### src/rtl/video_timing_gen.sv
// rtl/video_timing_gen.sv - free-running raster timing generator
//
// Purpose: generates pixel coordinates, sync pulses, active-draw flag,
// a one-cycle new-frame strobe and a frame counter on the pixel clock.
// All outputs are registered from the decode of the next counter values,
// so every flag describes the (hcount,vcount) presented in the same cycle.
//
// Ports:
//   i_pixel_clk    in   pixel clock
//   i_rst_n        in   asynchronous active-low reset
//   o_hcount       out  pixel column, 0..H_TOTAL-1
//   o_vcount       out  line, 0..V_TOTAL-1
//   o_hsync        out  horizontal sync, polarity SYNC_POL
//   o_vsync        out  vertical sync, polarity SYNC_POL
//   o_active_draw  out  high inside the visible area
//   o_nf           out  one-cycle strobe at (H_ACTIVE, V_ACTIVE)
//   o_frame_count  out  frames completed, modulo FRAME_WRAP
module video_timing_gen #(
  parameter int H_ACTIVE   = 1280,
  parameter int H_FP       = 110,
  parameter int H_SYNC     = 40,
  parameter int H_BP       = 220,
  parameter int V_ACTIVE   = 720,
  parameter int V_FP       = 5,
  parameter int V_SYNC     = 5,
  parameter int V_BP       = 20,
  parameter bit SYNC_POL   = 1'b1,
  parameter int FRAME_WRAP = 60
) (
  input  logic        i_pixel_clk,
  input  logic        i_rst_n,
  output logic [10:0] o_hcount,
  output logic [9:0]  o_vcount,
  output logic        o_hsync,
  output logic        o_vsync,
  output logic        o_active_draw,
  output logic        o_nf,
  output logic [5:0]  o_frame_count
);

  localparam int H_TOTAL = H_ACTIVE + H_FP + H_SYNC + H_BP;
  localparam int V_TOTAL = V_ACTIVE + V_FP + V_SYNC + V_BP;

  localparam logic [10:0] H_LAST     = 11'(H_TOTAL - 1);
  localparam logic [9:0]  V_LAST     = 10'(V_TOTAL - 1);
  localparam logic [10:0] H_ACT      = 11'(H_ACTIVE);
  localparam logic [9:0]  V_ACT      = 10'(V_ACTIVE);
  localparam logic [10:0] HS_START   = 11'(H_ACTIVE + H_FP);
  localparam logic [10:0] HS_END     = 11'(H_ACTIVE + H_FP + H_SYNC - 1);
  localparam logic [9:0]  VS_START   = 10'(V_ACTIVE + V_FP);
  localparam logic [9:0]  VS_END     = 10'(V_ACTIVE + V_FP + V_SYNC - 1);
  localparam logic [5:0]  FC_LAST    = 6'(FRAME_WRAP - 1);

  typedef enum logic {
    S_IDLE = 1'b0,
    S_RUN  = 1'b1
  } state_t;

  state_t      r_state;
  state_t      w_state_nxt;
  logic [10:0] r_hcount;
  logic [9:0]  r_vcount;
  logic [10:0] w_hcount_nxt;
  logic [9:0]  w_vcount_nxt;
  logic        r_hsync;
  logic        r_vsync;
  logic        r_active_draw;
  logic        r_nf;
  logic [5:0]  r_frame_count;
  logic        w_hsync_nxt;
  logic        w_vsync_nxt;
  logic        w_active_nxt;
  logic        w_nf_nxt;
  logic [5:0]  w_frame_count_nxt;

  // Next-state and next-counter logic. The IDLE->RUN edge holds (0,0) so the
  // first pixel after reset release is presented rather than skipped.
  always_comb begin
    w_state_nxt  = r_state;
    w_hcount_nxt = r_hcount;
    w_vcount_nxt = r_vcount;
    case (r_state)
      S_IDLE: begin
        w_state_nxt  = S_RUN;
        w_hcount_nxt = 11'd0;
        w_vcount_nxt = 10'd0;
      end
      S_RUN: begin
        if (r_hcount == H_LAST) begin
          w_hcount_nxt = 11'd0;
          w_vcount_nxt = (r_vcount == V_LAST) ? 10'd0 : r_vcount + 10'd1;
        end else begin
          w_hcount_nxt = r_hcount + 11'd1;
        end
      end
      default: begin
        w_state_nxt  = S_IDLE;
        w_hcount_nxt = 11'd0;
        w_vcount_nxt = 10'd0;
      end
    endcase
  end

  // Decode the next position so the registered flags line up with the
  // registered counters.
  always_comb begin
    w_hsync_nxt  = ((w_hcount_nxt >= HS_START) && (w_hcount_nxt <= HS_END)) ? SYNC_POL : ~SYNC_POL;
    w_vsync_nxt  = ((w_vcount_nxt >= VS_START) && (w_vcount_nxt <= VS_END)) ? SYNC_POL : ~SYNC_POL;
    w_active_nxt = (w_hcount_nxt < H_ACT) && (w_vcount_nxt < V_ACT);
    w_nf_nxt     = (w_hcount_nxt == H_ACT) && (w_vcount_nxt == V_ACT);
    // Counter steps on the edge after the strobe cycle.
    w_frame_count_nxt = r_frame_count;
    if (r_nf) begin
      w_frame_count_nxt = (r_frame_count == FC_LAST) ? 6'd0 : r_frame_count + 6'd1;
    end
  end

  always_ff @(posedge i_pixel_clk or negedge i_rst_n) begin
    if (!i_rst_n) begin
      r_state       <= S_IDLE;
      r_hcount      <= 11'd0;
      r_vcount      <= 10'd0;
      r_hsync       <= ~SYNC_POL;
      r_vsync       <= ~SYNC_POL;
      r_active_draw <= 1'b0;
      r_nf          <= 1'b0;
      r_frame_count <= 6'd0;
    end else begin
      r_state       <= w_state_nxt;
      r_hcount      <= w_hcount_nxt;
      r_vcount      <= w_vcount_nxt;
      r_hsync       <= w_hsync_nxt;
      r_vsync       <= w_vsync_nxt;
      r_active_draw <= w_active_nxt;
      r_nf          <= w_nf_nxt;
      r_frame_count <= w_frame_count_nxt;
    end
  end

  assign o_hcount      = r_hcount;
  assign o_vcount      = r_vcount;
  assign o_hsync       = r_hsync;
  assign o_vsync       = r_vsync;
  assign o_active_draw = r_active_draw;
  assign o_nf          = r_nf;
  assign o_frame_count = r_frame_count;

endmodule

### config.mk
export PLATFORM = sky130hd
export DESIGN_NAME = video_timing_gen
export DESIGN_NICKNAME = d
export VERILOG_FILES = /design/src/rtl/video_timing_gen.sv
export SDC_FILE = /design/constraint.sdc
export NUM_CORES = 1
export LEC_CHECK = 0
export ABC_CLOCK_PERIOD_IN_PS = 5800
export CORE_ASPECT_RATIO = 1.75
export CORE_MARGIN = 5
export CORE_UTILIZATION = 57
export DETAILED_ROUTE_END_ITERATION = 10
export DONT_BUFFER_PORTS = 1
export PLACE_DENSITY = 0.75
export SLEW_MARGIN = 20
export SYNTH_ARGS = -nofsm -noshare
export SYNTH_HDL_FRONTEND = slang
export SYNTH_SLANG_ARGS = --single-unit
### constraint.sdc
create_clock -name i_pixel_clk -period 5.8 [get_ports i_pixel_clk]
set_input_delay 0.87 -clock i_pixel_clk [delete_from_list [all_inputs] [get_ports i_pixel_clk]]
set_output_delay 0.87 -clock i_pixel_clk [all_outputs]
set_load 0.01 [all_outputs]
==> reports/qor.txt <==
Outcome - finished clean
Pre-antenna DRT Iters - 4
Post-CTS Setup Bufs - 0
Clock Path Buffers - 2
VDD IR max - 0.213 mV
# clock sinks - 32
Clk_skew - 0.00664 ns
Vias in the first global route - 1625
Total power - 0.000413 W
Slew headroom - 61.0%
Max-slew violations - 0
Most frequent cells in the layout - dfrtp_1 (32), nor2_1 (29), nand2_1 (18), nand3_1 (12)
Most common cell after layout, fill and taps aside - dfrtp_1
Worst-Margin Slew - 0.580 ns
RSZ-0062 raised after global routing - false
Cells after Synth - 217
Critical path peak fanout - 9
Vias - 1600
Top post-synthesis cells by area - dfrtp_1 (42%), nor2_1 (5.7%), xnor2_1 (5.0%)
Die width - 53.9 um
Ports - 33
Final WL - 4.64 mm
Area grow syn2layout - 5.53%
DPL Wire Length - 3.55 mm
Period utilization - 44.9%
Die extent in y - 86.9 um
Reg2Reg Setup Slack - 3.20 ns
F_max - 384 MHz
Post-synth ARST share - 100%
All-Layer GR Usage - 22.6%
Post-synthesis cell type with the largest combined area - dfrtp_1
YS warnings - 0
CP Data Required Time - 5.94 ns
Worst hold-check path type - input pin to async pin
Antenna Nets Post-Route - 0
Initial drt markers - 52
Htree depth - 2
Vias/cell - 6.13
Syn Nets - 224
Core region area - 3330 um2
Syn avg cell area - 8.87 um2
Row cnt - 28
Clk_lat worst skew - 0.28 ns
Grt ovf - 0
Clock slew at reported path FFs - 0.07 ns
Setup TNS - 0 ns
Yosys reg bits - 32
Drc violations - 0
Post-synth cell types - 49
Setup CP Type - flop to flop
Starting Density - 57.8%
Die area - 4680 um2
Top_reg_cell synth - dfrtp_1
Post-synth EDFFs - 0
Leak pwr - 0.844 nW
Final Util - 61.0%
Layout cell share with drive strength beyond 1 - 6.48%
Final Hold Slack - 0.278 ns
PortBufs - 0
Antenna diode count - 0
Post-synthesis sequential area ratio - 41.6%
Nets - 222
Routed WL per cell - 17.8 um
Yosys top cell area share - 41.6%
Clock Tree Root - clkbuf_8
CP Capture Type - flop
Final number of setup-violating endpoints - 0
Setup crit start kind - flop
GP Congestion - 0.950
Endpoints failing hold - 0
Hold-fix buffers, CTS - 0
CTS Buf Count - 5
Max_cap viols - 0
Antenna violations before repair - 0
CTS tree - done
Crit path DAT - 2.75 ns
Synthesized area - 1920 um2
Power per Cell Area - 203 nW/um2
Largest net degree at the start of global routing - 33
First-pass GRT wire length - 7.63 mm
Resized cells post-CTS - 0
Crit path time final - 2.60 ns
cell usage after synthesis, types with 2 or more instances:
| cell | count |
|---|---|
| nand2_1 | 18 |
| nor2_1 | 29 |
| nor4_1 | 4 |
| nand3_1 | 12 |
| a21oi_1 | 8 |
| and4_1 | 4 |
| o21ai_0 | 9 |
| and2_1 | 2 |
| clkbuf_1 | 6 |
| xor2_1 | 9 |
| inv_1 | 11 |
| and3_1 | 2 |
| or3_1 | 5 |
| a22oi_1 | 3 |
| nand3b_1 | 2 |
| dfrtp_1 | 32 |
| nor3_1 | 7 |
| a211o_1 | 2 |
| nand4_1 | 8 |
| xnor2_1 | 11 |
| ha_1 | 5 |
worst paths after layout:
check	from	end	cells after the start
max	o_vcount[0]$_DFF_PN0_	o_active_draw$_DFF_PN0_	7
min	i_rst_n	o_hcount[3]$_DFF_PN0_	0
max reg2reg	o_vcount[0]$_DFF_PN0_	o_active_draw$_DFF_PN0_	7
min reg2reg	o_frame_count[4]$_DFFE_PN0P_	o_frame_count[4]$_DFFE_PN0P_	1
max in group asynchronous	i_rst_n	o_nf$_DFF_PN0_	0
min in group i_pixel_clk	o_frame_count[4]$_DFFE_PN0P_	o_frame_count[4]$_DFFE_PN0P_	1
through the flow:
stage | cell area [um2] | setup slack, ns | std cells
finish | 2030 | 3.20 | 261
global route | 2030 | 3.09 | 261
CTS | 2030 | 3.22 | 261
detailed placement | 1940 | 3.24 | 253
global placement | 1940 | 3.36 | 253
floorplan | 1920 | 3.52 | 217
critical path, cell delays in order (launching register included):
cell and delay (ns):
dfrtp_1 0.54, ha_1 0.38, inv_1 0.14, or4_1 0.64, nor2_1 0.23, nor2_1 0.07
o41ai_1 0.34, a22oi_1 0.11
per-layer routing:
metal	up-vias	track usage, %	wire length, um
met4	0	16.3	248
li1	757	-	-
met1	767	21.0	1550
met3	21	6.35	291
met2	55	39.7	2560
met5	-	0	0
cell families (layout without fill, tap and decap cells):
family | count (synthesis) | after routing | synth area share (%)
muxes | 2 | 2 | 1.11
DFF | 32 | 32 | 41.6
xor gates and xnor gates | 20 | 20 | 9.10
AOI/OAI and AO/OA | 33 | 33 | 11.2
buffers and inverters | 21 | 20 | 4.62
and+or+nand+nor | 103 | 103 | 28.9
other | 1 | 1 | 0.195
adders and majority gates | 5 | 5 | 3.25
flip-flops by register name, indices dropped and copies added, names as in the netlist:
register / count
o_nf: 1
o_vcount: 10
r_state: 1
o_vsync: 1
o_frame_count: 6
o_hcount: 11
o_hsync: 1
o_active_draw: 1
power by group:
part | internal, W | switching [W] | total, W
sequential | 0.000225 | 0.00000473 | 0.000230
clock | 0.0000966 | 0.0000757 | 0.000172
combinational | 0.00000412 | 0.00000655 | 0.0000107
layout make-up:
cell class                      count  area (um2)
Clock buffer                        8        90.1
Inverter                           11        41.3
Sequential cell                    32         801
Tap cell                           45        56.3
Multi-Input combinational cell    164        1030
Fill cell                         289        1300
Timing Repair Buffer                1        7.51
Power figures use the tool's default switching activity.
